==> src/rtl/reg_file_access_ctrl_if.sv <==
// -----------------------------------------------------------------------------
// reg_file_access_ctrl_if
// Client-side request/response bus of the register-file access controller.
//   master : client driving requests, observing responses and busy
//   slave  : the controller accepting requests, producing responses and busy
// Signals:
//   req_valid/req_ready  request handshake (accepted when both are 1)
//   req_op               00 READ_PAIR, 01 WRITE, 10 CLEAR_ALL, 11 illegal
//   req_addr_a/b/w       read-port A/B and write addresses
//   req_data             write data
//   rsp_valid            one-cycle completion pulse (no backpressure)
//   rsp_err              qualifies rsp_valid; 1 for an illegal op
//   rsp_data1/2          last captured read data
//   busy                 controller is not idle
// -----------------------------------------------------------------------------
interface reg_file_access_ctrl_if #(
    parameter int DATA_WIDTH = 32,
    parameter int ADDR_WIDTH = 5
);
    logic                  req_valid;
    logic                  req_ready;
    logic [1:0]            req_op;
    logic [ADDR_WIDTH-1:0] req_addr_a;
    logic [ADDR_WIDTH-1:0] req_addr_b;
    logic [ADDR_WIDTH-1:0] req_addr_w;
    logic [DATA_WIDTH-1:0] req_data;
    logic                  rsp_valid;
    logic                  rsp_err;
    logic [DATA_WIDTH-1:0] rsp_data1;
    logic [DATA_WIDTH-1:0] rsp_data2;
    logic                  busy;

    modport master (
        output req_valid, req_op, req_addr_a, req_addr_b, req_addr_w, req_data,
        input  req_ready, rsp_valid, rsp_err, rsp_data1, rsp_data2, busy
    );

    modport slave (
        input  req_valid, req_op, req_addr_a, req_addr_b, req_addr_w, req_data,
        output req_ready, rsp_valid, rsp_err, rsp_data1, rsp_data2, busy
    );
endinterface

==> src/rtl/reg_file_access_ctrl.sv <==
// -----------------------------------------------------------------------------
// reg_file_access_ctrl
// Sequences client requests onto a register file: paired read, single write,
// sweep-clear of REG_COUNT registers, and an error response for the illegal op.
// Ports:
//   i_clk            clock, all state updates on the rising edge
//   i_rst_n          asynchronous active-low reset
//   bus              reg_file_access_ctrl_if.slave (request/response/busy)
//   o_rf_read        register-file read strobe
//   o_rf_write       register-file write strobe
//   o_rf_addr_r1/r2  read addresses (latched request A/B)
//   o_rf_addr_w      write address (latched request W, or sweep index)
//   o_rf_data_w      write data (latched request data, or 0 while clearing)
//   i_rf_data_r1/r2  read data, valid combinationally while o_rf_read=1
// Optional build macro:
//   R0_HARDWIRE_EN   register 0 reads as zero and is never written
// -----------------------------------------------------------------------------
module reg_file_access_ctrl #(
    parameter int DATA_WIDTH = 32,
    parameter int ADDR_WIDTH = 5,
    parameter int REG_COUNT  = 32
) (
    input  logic                  i_clk,
    input  logic                  i_rst_n,
    reg_file_access_ctrl_if.slave bus,
    output logic                  o_rf_read,
    output logic                  o_rf_write,
    output logic [ADDR_WIDTH-1:0] o_rf_addr_r1,
    output logic [ADDR_WIDTH-1:0] o_rf_addr_r2,
    output logic [ADDR_WIDTH-1:0] o_rf_addr_w,
    output logic [DATA_WIDTH-1:0] o_rf_data_w,
    input  logic [DATA_WIDTH-1:0] i_rf_data_r1,
    input  logic [DATA_WIDTH-1:0] i_rf_data_r2
);
    localparam logic [ADDR_WIDTH-1:0] LAST_IDX = ADDR_WIDTH'(REG_COUNT - 1);

    typedef enum logic [2:0] {S_IDLE, S_RD, S_WR, S_CLR, S_RSP} state_t;

    state_t                r_state;
    state_t                w_state_next;
    logic [1:0]            r_op;
    logic [ADDR_WIDTH-1:0] r_addr_a;
    logic [ADDR_WIDTH-1:0] r_addr_b;
    logic [ADDR_WIDTH-1:0] r_addr_w;
    logic [DATA_WIDTH-1:0] r_data;
    logic [ADDR_WIDTH-1:0] r_cnt;
    logic [DATA_WIDTH-1:0] r_rsp_data1;
    logic [DATA_WIDTH-1:0] r_rsp_data2;

    logic                  w_ready;
    logic                  w_busy;
    logic                  w_accept;
    logic                  w_rsp_valid;
    logic                  w_rsp_err;
    logic                  w_rf_read;
    logic                  w_rf_write;
    logic [ADDR_WIDTH-1:0] w_rf_addr_w;
    logic [DATA_WIDTH-1:0] w_rf_data_w;
    logic                  w_wr_en;
    logic                  w_clr_en;
    logic [DATA_WIDTH-1:0] w_rd_in  [2];
    logic [DATA_WIDTH-1:0] w_rd_cap [2];

    // Register 0 may be hardwired: suppress its write strobes (the operation
    // still completes with normal timing) and force its read value to zero.
`ifdef R0_HARDWIRE_EN
    assign w_wr_en  = (r_addr_w != '0);
    assign w_clr_en = (r_cnt != '0);
`else
    assign w_wr_en  = 1'b1;
    assign w_clr_en = 1'b1;
`endif

    assign w_rd_in[0] = i_rf_data_r1;
    assign w_rd_in[1] = i_rf_data_r2;

    for (genvar gi = 0; gi < 2; gi++) begin : g_rd_port
`ifdef R0_HARDWIRE_EN
        logic [ADDR_WIDTH-1:0] w_port_addr;
        assign w_port_addr  = (gi == 0) ? r_addr_a : r_addr_b;
        assign w_rd_cap[gi] = (w_port_addr == '0) ? '0 : w_rd_in[gi];
`else
        assign w_rd_cap[gi] = w_rd_in[gi];
`endif
    end

    // Ready is additionally gated by reset so no request is seen as accepted
    // while the controller is held in reset.
    assign w_accept = bus.req_valid & w_ready;

    always_ff @(posedge i_clk or negedge i_rst_n) begin
        if (!i_rst_n) begin
            r_state <= S_IDLE;
        end else begin
            r_state <= w_state_next;
        end
    end

    always_comb begin
        w_state_next = r_state;
        w_ready      = 1'b0;
        w_busy       = 1'b1;
        w_rsp_valid  = 1'b0;
        w_rsp_err    = 1'b0;
        w_rf_read    = 1'b0;
        w_rf_write   = 1'b0;
        w_rf_addr_w  = r_addr_w;
        w_rf_data_w  = r_data;
        case (r_state)
            S_IDLE: begin
                w_busy  = 1'b0;
                w_ready = i_rst_n;
                if (bus.req_valid) begin
                    case (bus.req_op)
                        2'b00:   w_state_next = S_RD;
                        2'b01:   w_state_next = S_WR;
                        2'b10:   w_state_next = S_CLR;
                        default: w_state_next = S_RSP;
                    endcase
                end
            end
            S_RD: begin
                w_rf_read    = 1'b1;
                w_state_next = S_RSP;
            end
            S_WR: begin
                w_rf_write   = w_wr_en;
                w_state_next = S_RSP;
            end
            S_CLR: begin
                w_rf_write  = w_clr_en;
                w_rf_addr_w = r_cnt;
                w_rf_data_w = '0;
                if (r_cnt == LAST_IDX) begin
                    w_state_next = S_RSP;
                end
            end
            S_RSP: begin
                w_rsp_valid  = 1'b1;
                w_rsp_err    = (r_op == 2'b11);
                w_state_next = S_IDLE;
            end
            default: w_state_next = S_IDLE;
        endcase
    end

    always_ff @(posedge i_clk or negedge i_rst_n) begin
        if (!i_rst_n) begin
            r_op        <= '0;
            r_addr_a    <= '0;
            r_addr_b    <= '0;
            r_addr_w    <= '0;
            r_data      <= '0;
            r_cnt       <= '0;
            r_rsp_data1 <= '0;
            r_rsp_data2 <= '0;
        end else begin
            if (w_accept) begin
                r_op     <= bus.req_op;
                r_addr_a <= bus.req_addr_a;
                r_addr_b <= bus.req_addr_b;
                r_addr_w <= bus.req_addr_w;
                r_data   <= bus.req_data;
                r_cnt    <= '0;
            end
            if (r_state == S_CLR) begin
                r_cnt <= r_cnt + ADDR_WIDTH'(1);
            end
            if (r_state == S_RD) begin
                r_rsp_data1 <= w_rd_cap[0];
                r_rsp_data2 <= w_rd_cap[1];
            end
        end
    end

    assign bus.req_ready = w_ready;
    assign bus.busy      = w_busy;
    assign bus.rsp_valid = w_rsp_valid;
    assign bus.rsp_err   = w_rsp_err;
    assign bus.rsp_data1 = r_rsp_data1;
    assign bus.rsp_data2 = r_rsp_data2;

    assign o_rf_read    = w_rf_read;
    assign o_rf_write   = w_rf_write;
    assign o_rf_addr_r1 = r_addr_a;
    assign o_rf_addr_r2 = r_addr_b;
    assign o_rf_addr_w  = w_rf_addr_w;
    assign o_rf_data_w  = w_rf_data_w;
endmodule

==> src/flat_wrapper.sv <==
// flat-port wrapper written by rule: the top's interface ports become plain ports
module reg_file_access_ctrl_flat 
#(
    parameter int DATA_WIDTH = 32,
    parameter int ADDR_WIDTH = 5,
    parameter int REG_COUNT  = 32
)
  (i_clk, i_rst_n, o_rf_read, o_rf_write, o_rf_addr_r1, o_rf_addr_r2, o_rf_addr_w, o_rf_data_w, i_rf_data_r1, i_rf_data_r2, bus_req_valid, bus_req_op, bus_req_addr_a, bus_req_addr_b, bus_req_addr_w, bus_req_data, bus_req_ready, bus_rsp_valid, bus_rsp_err, bus_rsp_data1, bus_rsp_data2, bus_busy);
  reg_file_access_ctrl_if #(.DATA_WIDTH(DATA_WIDTH), .ADDR_WIDTH(ADDR_WIDTH)) bus_i ();
  input  logic i_clk;
  input  logic i_rst_n;
  output logic o_rf_read;
  output logic o_rf_write;
  output logic [ADDR_WIDTH-1:0] o_rf_addr_r1;
  output logic [ADDR_WIDTH-1:0] o_rf_addr_r2;
  output logic [ADDR_WIDTH-1:0] o_rf_addr_w;
  output logic [DATA_WIDTH-1:0] o_rf_data_w;
  input  logic [DATA_WIDTH-1:0] i_rf_data_r1;
  input  logic [DATA_WIDTH-1:0] i_rf_data_r2;
  input wire logic [$bits(bus_i.req_valid)-1:0] bus_req_valid;
  input wire logic [$bits(bus_i.req_op)-1:0] bus_req_op;
  input wire logic [$bits(bus_i.req_addr_a)-1:0] bus_req_addr_a;
  input wire logic [$bits(bus_i.req_addr_b)-1:0] bus_req_addr_b;
  input wire logic [$bits(bus_i.req_addr_w)-1:0] bus_req_addr_w;
  input wire logic [$bits(bus_i.req_data)-1:0] bus_req_data;
  output wire logic [$bits(bus_i.req_ready)-1:0] bus_req_ready;
  output wire logic [$bits(bus_i.rsp_valid)-1:0] bus_rsp_valid;
  output wire logic [$bits(bus_i.rsp_err)-1:0] bus_rsp_err;
  output wire logic [$bits(bus_i.rsp_data1)-1:0] bus_rsp_data1;
  output wire logic [$bits(bus_i.rsp_data2)-1:0] bus_rsp_data2;
  output wire logic [$bits(bus_i.busy)-1:0] bus_busy;
  assign bus_i.req_valid = bus_req_valid;
  assign bus_i.req_op = bus_req_op;
  assign bus_i.req_addr_a = bus_req_addr_a;
  assign bus_i.req_addr_b = bus_req_addr_b;
  assign bus_i.req_addr_w = bus_req_addr_w;
  assign bus_i.req_data = bus_req_data;
  assign bus_req_ready = bus_i.req_ready;
  assign bus_rsp_valid = bus_i.rsp_valid;
  assign bus_rsp_err = bus_i.rsp_err;
  assign bus_rsp_data1 = bus_i.rsp_data1;
  assign bus_rsp_data2 = bus_i.rsp_data2;
  assign bus_busy = bus_i.busy;
  reg_file_access_ctrl #(.DATA_WIDTH(DATA_WIDTH), .ADDR_WIDTH(ADDR_WIDTH), .REG_COUNT(REG_COUNT)) u_core (.i_clk(i_clk), .i_rst_n(i_rst_n), .bus(bus_i), .o_rf_read(o_rf_read), .o_rf_write(o_rf_write), .o_rf_addr_r1(o_rf_addr_r1), .o_rf_addr_r2(o_rf_addr_r2), .o_rf_addr_w(o_rf_addr_w), .o_rf_data_w(o_rf_data_w), .i_rf_data_r1(i_rf_data_r1), .i_rf_data_r2(i_rf_data_r2));
endmodule
==> config.mk <==
export PLATFORM = sky130hd
export DESIGN_NAME = reg_file_access_ctrl_flat
export DESIGN_NICKNAME = d
export VERILOG_FILES = /design/src/rtl/reg_file_access_ctrl_if.sv /design/src/rtl/reg_file_access_ctrl.sv /design/src/flat_wrapper.sv
export SDC_FILE = /design/constraint.sdc
export NUM_CORES = 1
export LEC_CHECK = 0
export CAP_MARGIN = 20
export CORE_AREA = 2 2 110 112
export CTS_CLUSTER_DIAMETER = 120
export DETAILED_ROUTE_END_ITERATION = 7
export DIE_AREA = 0 0 112 114
export GPL_TIMING_DRIVEN = 1
export HOLD_SLACK_MARGIN = 0.03
export PLACE_DENSITY = 0.89
export SLEW_MARGIN = 5
export SYNTH_ARGS = -nofsm -noshare
export SYNTH_HDL_FRONTEND = slang
export SYNTH_SLANG_ARGS = --single-unit
==> constraint.sdc <==
create_clock -name i_clk -period 5.1 [get_ports i_clk]
set_clock_uncertainty 0.2 [all_clocks]
set_input_delay 1.275 -clock i_clk [delete_from_list [all_inputs] [get_ports i_clk]]
set_output_delay 1.275 -clock i_clk [all_outputs]
set_load 0.02 [all_outputs]
## Word-level counts from Yosys, hierarchy flattened

Cells that the tools add are included.

| cells by class | value |
|---|---|
| reduce and logical (&&, ||, !) cells | 6 |
| add/subtract/negate cells | 1 |
| equal/unequal tests | 10 |
| bitwise gates (word level) | 1 |
| muxes and demuxes | 14 |

Operator list:

| kind | number |
|---|---|
| $mux 32 | 1 |
| $pmux 3 s3 | 2 |
| $mux 5 | 3 |
| $eq 3x2->1 const B | 2 |
| $mux 1 | 6 |
| $mux 3 | 2 |
| $add 5x1->5 const B | 1 |
| $eq 5x5->1 const B | 1 |
| $eq 2x2->1 const B | 2 |
| $reduce_or 2->1 | 2 |
| $eq 3x1->1 const B | 1 |
| $eq 3x3->1 const B | 1 |
| $logic_not 3->1 | 1 |
| $eq 2x1->1 const B | 1 |
| $logic_not 2->1 | 1 |
| $ne 2x1->1 const B | 1 |
| $ne 2x2->1 const B | 1 |
| $reduce_and 2->1 | 1 |
| $reduce_bool 2->1 | 1 |
| $and 1x1->1 | 1 |

| storage, ports and cells | value |
|---|---|
| bits in registers | 121 |
| word-level logic and storage cells | 41 |
| output and inout port bits | 117 |

## Longest topological paths before layout

Gate-level depths: netlist of run 1.

| logic depth | value |
|---|---|
| depth in word-level cells | 5 |
| gate-level depth with buffers | 5 |
| mapped depth without buffers | 5 |

## Worst setup path after synthesis of run 1

Ideal clock, no wire load.

| path | value |
|---|---|
| path kind | input-to-output |
| from | input i_rst_n |
| to | output bus_req_ready |
| arrival time | 1.589 ns |
| stages on the path | 2 |
| slack | 2.036 ns |
| cell sequence | inv_1 > nor2_1 |

| between the ends | value |
|---|---|
| word-level cells in the longest chain between the ends | 1 |

RTL lines:

| element | line | RTL |
|---|---|---|
| start: declaration | flat_wrapper.sv:11 | `input logic i_rst_n;` |
| $mux 1 | reg_file_access_ctrl.sv:109 | `case (r_state)` |
| end: declaration | flat_wrapper.sv:26 | `output wire logic [$bits(bus_i.req_ready)-1:0] bus_req_ready;` |

No other way between the ends.

## Worst setup path after layout of run 1

| path | value |
|---|---|
| from | register u_core.r_state[2] |
| to | output o_rf_data_w[13] |

| between the ends | value |
|---|---|
| word-level cells in the longest chain between the ends | 2 |

RTL lines:

| element | line | RTL |
|---|---|---|
| start: declaration | reg_file_access_ctrl.sv:39 | `state_t r_state;` |
| start signal: assignment | reg_file_access_ctrl.sv:95 | `r_state <= w_state_next;` |
| $eq 3x2->1 | reg_file_access_ctrl.sv:109 |  |
| $mux 32 | reg_file_access_ctrl.sv:109 |  |
| end: declaration | flat_wrapper.sv:17 | `output logic [DATA_WIDTH-1:0] o_rf_data_w;` |

No other way between the ends.

==> results of run 1 <==
## kinds of logic after synthesis
group,count (synthesis),synth area share [%]
buffers and inverters,22,2.621
AOI/OAI and AO/OA,13,1.512
adders and majority gates,5,1.260
DFF,121,60.99
muxes,113,25.63
and+or+nand+nor,71,7.989
## layer usage
layer / track usage [%] / routed length [um] / vias up
met4: 7.236 / 153 / 0
met2: 35.76 / 6666 / 165
li1: - / - / 1655
met5: 0 / 0 / -
met3: 10.41 / 1347 / 12
met1: 21.91 / 4640 / 1782
## worst paths after layout
| path | from | end | depth (start not counted) |
|---|---|---|---|
| worst max-delay path | u_core.r_state[2] | o_rf_data_w[13] | 4 |
| worst min-delay path | u_core.o_rf_addr_r1[1] | u_core.o_rf_addr_r1[1] | 1 |
| worst min register to register | u_core.o_rf_addr_r1[1] | u_core.o_rf_addr_r1[1] | 1 |
| worst max register to register | u_core.r_state[0] | u_core.r_data[9] | 3 |
| min in group asynchronous | i_rst_n | u_core.o_rf_addr_r1[2] | 2 |
| max in group asynchronous | i_rst_n | u_core.bus.rsp_data1[30] | 3 |
## layout make-up
| type | instances | area, um^2 |
|---|---|---|
| inverter | 4 | 15.01 |
| fill | 844 | 3651 |
| multi-input combinational | 202 | 1812 |
| clock inverter | 11 | 191.4 |
| tap | 147 | 183.9 |
| sequential | 121 | 3028 |
| clock buffer | 21 | 480.5 |
| timing repair buffer | 236 | 2350 |
## cells in the final DEF, fill, tap and decap left out
master / instances
or3_1: 2
dfrtp_1: 121
bufinv_16: 5
clkinv_4: 1
ha_1: 5
a21oi_1: 1
nand3b_1: 1
nand2_1: 23
and3_1: 2
inv_1: 4
clkinv_2: 2
mux2_2: 110
a211oi_1: 1
clkbuf_16: 17
clkinvlp_4: 3
o211ai_1: 1
and2_1: 33
clkdlybuf4s50_1: 231
mux2_1: 3
nor2_1: 3
o21a_1: 1
nor2_8: 1
nor2b_1: 3
o22ai_1: 2
clkbuf_8: 4
and3b_1: 1
buf_4: 5
nor3b_2: 1
o21ai_0: 7
nand3_1: 1
## power breakdown
group	internal, mW	switching, mW	leakage [nW]	total [mW]
logic	1.38	1.17	1.62	2.55
registers	1.44	0.257	1.45	1.69
clock network	0.917	0.418	0.321	1.33
## state kept, by name (all words and copies together) (netlist names)
register,count
u_core.r_op,2
u_core.r_addr_w,5
u_core.r_cnt,5
u_core.r_data,32
u_core.bus.rsp_data1,32
u_core.r_state,3
u_core.o_rf_addr_r2,5
u_core.o_rf_addr_r1,5
u_core.bus.rsp_data2,32
## stage by stage
| step | setup WS (ps) | instance area [um^2] |
|---|---|---|
| 2_1_floorplan | 2036 | 4965 |
| 3_3_place_gp | 1477 | 7388 |
| 3_5_place_dp | 1392 | 7388 |
| 4_1_cts | 1129 | 8060 |
| 5_1_grt | 984.8 | 8060 |
| 6_report | 1172 | 8060 |
==> out/metrics.cfg, run 1 <==
[sta]
worst_slew_pin_tran_ps = 905.6
totalNegativeSetupSlack_ps = 0
grt_setup_unrepaired = false
fin_worst_hold_slack_ps = 292.9
max_freq_mhz = 254.6
maxSlewViolCount = 0
setup_viol = 0
hold_viol_final = 0
clock_period_minus_final_worst_setup_slack_ps = 3928
post-route-period-util_pct = 77.01
relSlewSlack_pct = 39.62

[final_layout]
final_core_utilization_pct = 68.82
area_growth_syn_to_layout_pct = 62.35
final_cell_count_no_fill = 742
nNetsFinal = 703
antenna_diode_count = 0
post_route_cells_drive_above_1_share_pct = 25.04

[logic_synthesis]
synthDominantCellAreaShare_pct = 60.99
number_of_enable_flip_flop_cells_after_synthesis = 0
synth-seq-cells = 121
synth_top_area_cell = dfrtp_1
synth.top_cells.by_area = dfrtp_1 (61%), mux2_2 (25%), and2_1 (4.2%), nand2_1 (1.7%), ha_1 (1.3%)
ys_seq_area_share_pct = 60.99
synth_nets = 466
post_synth_inst_count = 345
dominantRegCellSynth = dfrtp_1
post_synth.cell_area_avg_um2 = 14.39
synth_most_common_cell = dfrtp_1
netlist-cell-type-count = 26
yosysWarnings = 0
postSynth.asyncResetShare_pct = 100.0
syn_area_mm2 = 0.004965
synthTopCellsByCount = dfrtp_1 (121), mux2_2 (110), and2_1 (33), nand2_1 (23), buf_2 (8)

[floorplan]
dieWidth_um = 112
core_mm2 = 0.01171
start_util_pct = 42.39
die_area_mm2 = 0.01277
pin_count = 233
die_y_um = 114
placement_rows = 40

[drt]
count_of_vias_placed_by_the_detailed_router = 3614
wl_per_cell_um = 17.26
viasPerCell = 4.871
number_of_nets_with_antenna_violations_after_detailed_routing = 0
postRouteWirelength_um = 12810
detail_route.iter0.violations = 102
dr.pass1.iters = 5
drc = 0

[worst_setup_path]
crit_arrival_ps = 2450
critical_path_capture_point_type = output port
worstSetupStartpointType = flip-flop
worst_path_dominant_cell_family = buffers and inverters
crit_path_cell_chain = nand3b_1, buf_4, and2_1, clkdlybuf4s50_1
crit_path_max_fanout = 33
worst-setup-path-type = reg2out
cp_data_required_time_ps = 3620
cpMaxStageDelayCell = clkdlybuf4s50_1
slowest_delay_ps = 610
reg2reg_setup_slack_ps = 2590
worst-path-buf-inv = 2

[clocking]
insertion_delay_ps = 410
cts-resized-gates = 0
clockBufferDepth = 2
cts_num_sinks = 121
cts-root-buf = clkbuf_16
cts-hold-fix-buffers = 0
cts-htree-levels = 4
cts_tree = yes
clkSlewWorstSetupHoldPaths_ps = 50
total_cts_buffers = 17
post_cts_buffers = 0

[global_routing]
grt_first_pass_wirelength_um = 20200
globalRoute.totalOverflow = 0
vias_in_the_first_global_route = 3919
antenna_found_initial = 0
maximum_number_of_pins_on_one_net_before_global_route_repair = 73
global_route.usage.total_pct = 20.65

[placement]
finalWeightedCongestion = 0.7548
dp_hpwl_um = 9161
port_buffers = 232
dp.cells = 710

[outcome]
status = completed

[power]
design_power_total_mw = 5.578
pwr_density_cell_mw_per_mm2 = 692.1
power_leakage_nw = 3.396
worst_ir_drop_vdd_uv = 440.8

[hold_path]
worst_hold_path_type = reg2reg

[job]
drv.max_cap_violation_count = 0

No activity file was read; power rests on OpenSTA's default activity.
==> run 2: changes to the inputs <==
--- a/config.mk
+++ b/config.mk
@@ -6,13 +6,13 @@
 export NUM_CORES = 1
 export LEC_CHECK = 0
 export CAP_MARGIN = 20
-export CORE_AREA = 2 2 110 112
+export CORE_AREA = 2 2 114 116
 export CTS_CLUSTER_DIAMETER = 120
 export DETAILED_ROUTE_END_ITERATION = 7
-export DIE_AREA = 0 0 112 114
+export DIE_AREA = 0 0 116 118
 export GPL_TIMING_DRIVEN = 1
 export HOLD_SLACK_MARGIN = 0.03
-export PLACE_DENSITY = 0.89
+export PLACE_DENSITY = 0.84
 export SLEW_MARGIN = 5
 export SYNTH_ARGS = -nofsm -noshare
 export SYNTH_HDL_FRONTEND = slang
==> constraint.sdc (replaced) <==
create_clock -name i_clk -period 3.7 [get_ports i_clk]
set_clock_uncertainty 0.2 [all_clocks]
set_input_delay 0.925 -clock i_clk [delete_from_list [all_inputs] [get_ports i_clk]]
set_output_delay 0.925 -clock i_clk [all_outputs]
set_load 0.02 [all_outputs]
==> run 2 against run 1 <==
Against the previous run: total power increased by 36%; sequential share of layout area decreased by 0.12 points; core utilization decreased by 3.7 points; critical endpoint is now o_rf_data_w[15].
==> out/metrics.cfg, run 2 (same netlist as run 1, synthesis figures left out) <==
[clocking]
cts_num_sinks = 121  ; unchanged
cts-root-buf = clkbuf_16  ; unchanged
cts-htree-levels = 4  ; unchanged
cts-hold-fix-buffers = 0  ; unchanged
cts-resized-gates = 0  ; unchanged
total_cts_buffers = 17  ; unchanged
clockBufferDepth = 2  ; unchanged
post_cts_buffers = 0  ; unchanged
clkSlewWorstSetupHoldPaths_ps = 50  ; about the same
insertion_delay_ps = 400  ; was 410 ps
cts_tree = yes  ; unchanged

[drt]
count_of_vias_placed_by_the_detailed_router = 3620  ; was 3,614
dr.pass1.iters = 4  ; was 5
viasPerCell = 4.714  ; was 4.871
postRouteWirelength_um = 12570  ; was 12,810 um
detail_route.iter0.violations = 81  ; was 102
wl_per_cell_um = 16.37  ; was 17.26 um
number_of_nets_with_antenna_violations_after_detailed_routing = 0  ; unchanged
drc = 0  ; unchanged

[sta]
totalNegativeSetupSlack_ps = 0  ; unchanged
relSlewSlack_pct = 43.67  ; was 39.62%
max_freq_mhz = 298.0
clock_period_minus_final_worst_setup_slack_ps = 3356
setup_viol = 0  ; unchanged
post-route-period-util_pct = 90.69
grt_setup_unrepaired = false  ; unchanged
maxSlewViolCount = 0  ; unchanged
worst_slew_pin_tran_ps = 844.9  ; was 905.6 ps
hold_viol_final = 0  ; unchanged

[floorplan]
core_mm2 = 0.01241  ; was 0.01171 mm^2
pin_count = 233  ; unchanged
die_area_mm2 = 0.01369  ; was 0.01277 mm^2
die_y_um = 118  ; was 114 um
placement_rows = 41  ; was 40
dieWidth_um = 116  ; was 112 um
start_util_pct = 39.99  ; was 42.39%

[worst_setup_path]
worst-setup-path-type = reg2out  ; unchanged
worstSetupStartpointType = flip-flop  ; unchanged
crit_arrival_ps = 2230  ; was 2450 ps
critical_path_capture_point_type = output port  ; unchanged
crit_path_max_fanout = 37  ; was 33
cp_data_required_time_ps = 2570  ; was 3620 ps

[global_routing]
global_route.usage.total_pct = 19.15  ; was 20.65%
antenna_found_initial = 0  ; unchanged
grt_first_pass_wirelength_um = 19930  ; was 20,200 um
globalRoute.totalOverflow = 0  ; unchanged
vias_in_the_first_global_route = 4009  ; was 3,919
maximum_number_of_pins_on_one_net_before_global_route_repair = 67  ; was 73

[placement]
dp_hpwl_um = 9195  ; was 9161 um
finalWeightedCongestion = 0.7601  ; was 0.7548
port_buffers = 232  ; unchanged

[final_layout]
nNetsFinal = 704  ; was 703
fillCellCount = 963  ; was 844
post_route_cells_drive_above_1_share_pct = 24.50  ; was 25.04%
area_growth_syn_to_layout_pct = 62.85  ; was 62.35%
antenna_diode_count = 0  ; unchanged
mostFrequentLayoutCell = clkdlybuf4s50_1  ; unchanged
layout_common_cells = clkdlybuf4s50_1 (231), dfrtp_1 (121), mux2_2 (110), and2_1 (33), nand2_1 (23)  ; unchanged

[power]
power_leakage_nw = 3.397  ; was 3.396 nW
design_power_total_mw = 7.580  ; was 5.578 mW
worst_ir_drop_vdd_uv = 519.0  ; was 440.8 uV
pwr_density_cell_mw_per_mm2 = 937.5  ; was 692.1 mW/mm^2

[job]
drv.max_cap_violation_count = 0  ; unchanged

[hold_path]
worst_hold_path_type = reg2reg  ; unchanged

[outcome]
status = completed  ; unchanged

[run 2: path summary, 6_finish.rpt]
path / startpoint / end / slack, ps / cells after the start
hold reg to reg: u_core.o_rf_addr_r1[2] / u_core.o_rf_addr_r1[2] / 280 / 1
setup / recovery: u_core.r_state[2] / o_rf_data_w[15] / 340 / 4
setup reg to reg: u_core.r_state[1] / u_core.r_data[5] / 1290 / 4
hold / removal: u_core.o_rf_addr_r1[2] / u_core.o_rf_addr_r1[2] / 280 / 1
min in group asynchronous: i_rst_n / u_core.r_addr_w[2] / 470 / 2
max in group asynchronous: i_rst_n / u_core.bus.rsp_data2[25] / 1510 / 3
[run 2: power breakdown]
group	total (mW)	leakage (nW)	internal, mW	switching (mW)
clock	1.74	0.307	1.20	0.547
sequential	2.32	1.45	1.98	0.345
combinational	3.51	1.64	1.91	1.60
total	7.58	3.40	5.09	2.49
[run 2: layout make-up]
class | count | area [um^2] | area share, %
sequential | 121 | 3028 | 37.45
timing repair buffer | 237 | 2382 | 29.46
multi-input combinational | 202 | 1812 | 22.41
clock buffer | 25 | 495.5 | 6.128
tap | 172 | 215.2 | 2.662
clock inverter | 7 | 137.6 | 1.702
inverter | 4 | 15.01 | 0.1857
[run 2: metal layers]
layer  up-vias  share of wire, %  track usage [%]
li1       1666                 -                -
met1      1774                36            20.07
met2       158                53            33.74
met3        22               8.9            7.467
met4         0               2.1            7.961
met5         -                 0                0
[run 2: worst max-delay path, stage by stage, from the launching register on]
cell	delay (ps)
dfrtp_1	440
nand3b_1	400
buf_12	290
and2_1	170
clkdlybuf4s50_1	540
[run 2: stage by stage]
step / worst slack (ps) / utilization (%) / cells / area, um^2 / hold WS (ps)
after floorplan: 1308 / - / 345 / 4965 / 272.0
after CTS: 326.3 / 65.13 / 768 / 8085 / 288.1
after detailed placement: 658.7 / 60.03 / 736 / 7452 / 281.0
after global placement: 709.2 / 60.03 / 736 / 7452 / 271.6
final: 344.3 / 65.13 / 768 / 8085 / 284.0
after global routing: 252.3 / 65.13 / 768 / 8085 / 311.6
==> run 3: changes to the inputs <==
--- a/config.mk
+++ b/config.mk
@@ -12,7 +12,7 @@
 export DIE_AREA = 0 0 116 118
 export GPL_TIMING_DRIVEN = 1
 export HOLD_SLACK_MARGIN = 0.03
-export PLACE_DENSITY = 0.84
+export PLACE_DENSITY = 0.77
 export SLEW_MARGIN = 5
 export SYNTH_ARGS = -nofsm -noshare
 export SYNTH_HDL_FRONTEND = slang
==> run 3 against run 2 <==
Against the previous run: clock power down 6%; global-route usage is 0.42 points higher; die area stayed put; first-iteration DRC count increased by 44%; maximum frequency shrank 1.2%; combinational power hardly changed; critical endpoint is now o_rf_data_w[6]; largest cell class unchanged.
==> out/metrics.cfg, run 3 (same netlist as run 1, synthesis figures left out) <==
[global_routing]
grt_first_pass_wirelength_um = 20360  ; was 19,930 um
antenna_found_initial = 0  ; unchanged
global_route.usage.total_pct = 19.57  ; was 19.15%
globalRoute.totalOverflow = 0  ; unchanged
maximum_number_of_pins_on_one_net_before_global_route_repair = 80  ; was 67
vias_in_the_first_global_route = 3983  ; was 4,009

[drt]
postRouteWirelength_um = 12770  ; was 12,570 um
dr.pass1.iters = 4  ; unchanged
viasPerCell = 4.685  ; was 4.714
number_of_nets_with_antenna_violations_after_detailed_routing = 0  ; unchanged
wl_per_cell_um = 16.63  ; was 16.37 um
drc = 0  ; unchanged
count_of_vias_placed_by_the_detailed_router = 3598  ; was 3,620
detail_route.iter0.violations = 117  ; was 81

[clocking]
total_cts_buffers = 17  ; unchanged
cts-resized-gates = 0  ; unchanged
cts_num_sinks = 121  ; unchanged
post_cts_buffers = 0  ; unchanged
cts_tree = yes  ; unchanged
clockBufferDepth = 2  ; unchanged
cts-htree-levels = 4  ; unchanged
clkSlewWorstSetupHoldPaths_ps = 50  ; about the same
insertion_delay_ps = 400  ; about the same
cts-hold-fix-buffers = 0  ; unchanged
cts-root-buf = clkbuf_16  ; unchanged

[worst_setup_path]
cp_data_required_time_ps = 2570  ; about the same
reg2reg_setup_slack_ps = 1380  ; was 1290 ps
crit_arrival_ps = 2270  ; was 2230 ps
worst-path-buf-inv = 2  ; unchanged
worstReg2RegStart = u_core.r_state[1]  ; unchanged
worst-setup-path-type = reg2out  ; unchanged
worst_path_dominant_cell_family = buffers and inverters  ; unchanged
crit_path_cell_chain = nand3b_1, buf_12, and2_1, clkdlybuf4s50_1  ; unchanged
cpMaxStageDelayCell = clkdlybuf4s50_1  ; unchanged
crit_path_max_fanout = 38  ; was 37
worstReg2RegEnd = u_core.r_data[26]  ; was u_core.r_data[5]
critical_path_capture_point_type = output port  ; unchanged
slowest_delay_ps = 550  ; was 540 ps
worstSetupStartpointType = flip-flop  ; unchanged
worstRegToRegCells = 4  ; unchanged

[floorplan]
core_mm2 = 0.01241  ; unchanged
start_util_pct = 39.99  ; unchanged
placement_rows = 41  ; unchanged
die_y_um = 118  ; unchanged
dieWidth_um = 116  ; unchanged
die_area_mm2 = 0.01369  ; unchanged
pin_count = 233  ; unchanged

[final_layout]
mostFrequentLayoutCell = clkdlybuf4s50_1  ; unchanged
multi_input_combinational_cell_area_mm2 = 0.001812  ; unchanged
post_route_cells_drive_above_1_share_pct = 25.17  ; was 24.50%
antenna_diode_count = 0  ; unchanged
final_core_utilization_pct = 65.13  ; unchanged
fillCellCount = 950  ; was 963
layout_common_cells = clkdlybuf4s50_1 (231), dfrtp_1 (121), mux2_2 (110), and2_1 (33), nand2_1 (23)  ; unchanged
sequential_cell_area_mm2 = 0.003028  ; unchanged
nNetsFinal = 706  ; was 704
area_growth_syn_to_layout_pct = 62.85  ; unchanged

[power]
swShare_pct = 33.47  ; was 32.84%
internal_power_mw = 4.987  ; was 5.091 mW
power_leakage_nw = 3.401  ; was 3.397 nW
power_switching_mw = 2.509  ; was 2.489 mW
seq_power_share_pct = 31.1  ; was 30.7%
design_power_total_mw = 7.496  ; was 7.580 mW
pwr_density_cell_mw_per_mm2 = 927.1  ; was 937.5 mW/mm^2
worst_ir_drop_vdd_uv = 458.1  ; was 519.0 uV
power.clock.fraction_pct = 21.8  ; was 23.0%
comb_power_share_pct = 47.1  ; was 46.3%

[sta]
post-route-period-util_pct = 91.76  ; was 90.69%
grt_setup_unrepaired = false  ; unchanged
max_freq_mhz = 294.5  ; was 298.0 MHz
hold_viol_final = 0  ; unchanged
relSlewSlack_pct = 46.18  ; was 43.67%
setup_viol = 0  ; unchanged
totalNegativeSetupSlack_ps = 0  ; unchanged
maxSlewViolCount = 0  ; unchanged
worst_slew_pin_tran_ps = 807.2  ; was 844.9 ps
clock_period_minus_final_worst_setup_slack_ps = 3395  ; was 3356 ps

[job]
drv.max_cap_violation_count = 0  ; unchanged

[placement]
finalWeightedCongestion = 0.7711  ; was 0.7601
port_buffers = 232  ; unchanged
dp_hpwl_um = 9333  ; was 9195 um

[hold_path]
worstHoldStart = u_core.o_rf_addr_r1[1]  ; was u_core.o_rf_addr_r1[2]
worst_hold_path_type = reg2reg  ; unchanged
worst_hold_path.endpoint = u_core.o_rf_addr_r1[1]  ; was u_core.o_rf_addr_r1[2]
hold_depth = 1  ; unchanged

[outcome]
status = completed  ; unchanged

run 3: cell count changes in the layout (fill, tap and decap cells not counted), sizes merged:
cell	before	now
buf	6	8
bufinv	4	2
clkbuf	25	23
clkinv	2	3
clkinvlp	1	2
run 3: worst max path at each step:
stage	start	to	cells after the start
6_report	u_core.r_state[2]	o_rf_data_w[6]	4
2_1_floorplan	u_core.r_state[0]	bus_req_ready	3
3_5_place_dp	u_core.r_state[2]	o_rf_data_w[6]	4
4_1_cts	u_core.r_state[2]	o_rf_data_w[6]	4
3_3_place_gp	u_core.r_state[1]	o_rf_data_w[6]	4
5_1_grt	u_core.r_state[2]	o_rf_data_w[6]	4
run 3: through the flow:
stage	cell area, um^2	hold slack (ps)	cells	worst slack (ps)
after global placement	7460	274.6	737	786.0
final	8085	284.5	768	304.7
after floorplan	4965	272.0	345	1308
after global routing	8085	297.4	768	185.9
after detailed placement	7460	276.0	737	727.3
after CTS	8058	287.4	767	285.3
run 3: area by class of cell:
class	instances	area share (%)
Timing Repair Buffer	239	29.90
Inverter	4	0.1857
Clock inverter	7	1.114
Sequential cell	121	37.45
Clock buffer	23	6.283
Multi-Input combinational cell	202	22.41
Tap cell	172	2.662
run 3: routing by layer:
layer | routed length [um] | GRT usage [%] | up-vias
li1 | - | - | 1661
met1 | 4899 | 21.51 | 1767
met2 | 6358 | 32.27 | 149
met3 | 1254 | 9.526 | 21
met4 | 262 | 7.664 | 0
met5 | 0 | 0 | -
run 3: power by group through the flow:
stage | sequential, mW | combinational [mW] | clock, mW
after floorplan | 2.78 | 1.37 | 0
after global placement | 2.30 | 3.50 | 0
after detailed placement | 2.35 | 3.55 | 0
after CTS | 2.34 | 3.57 | 1.67
after global routing | 2.41 | 3.73 | 1.75
final | 2.33 | 3.53 | 1.64
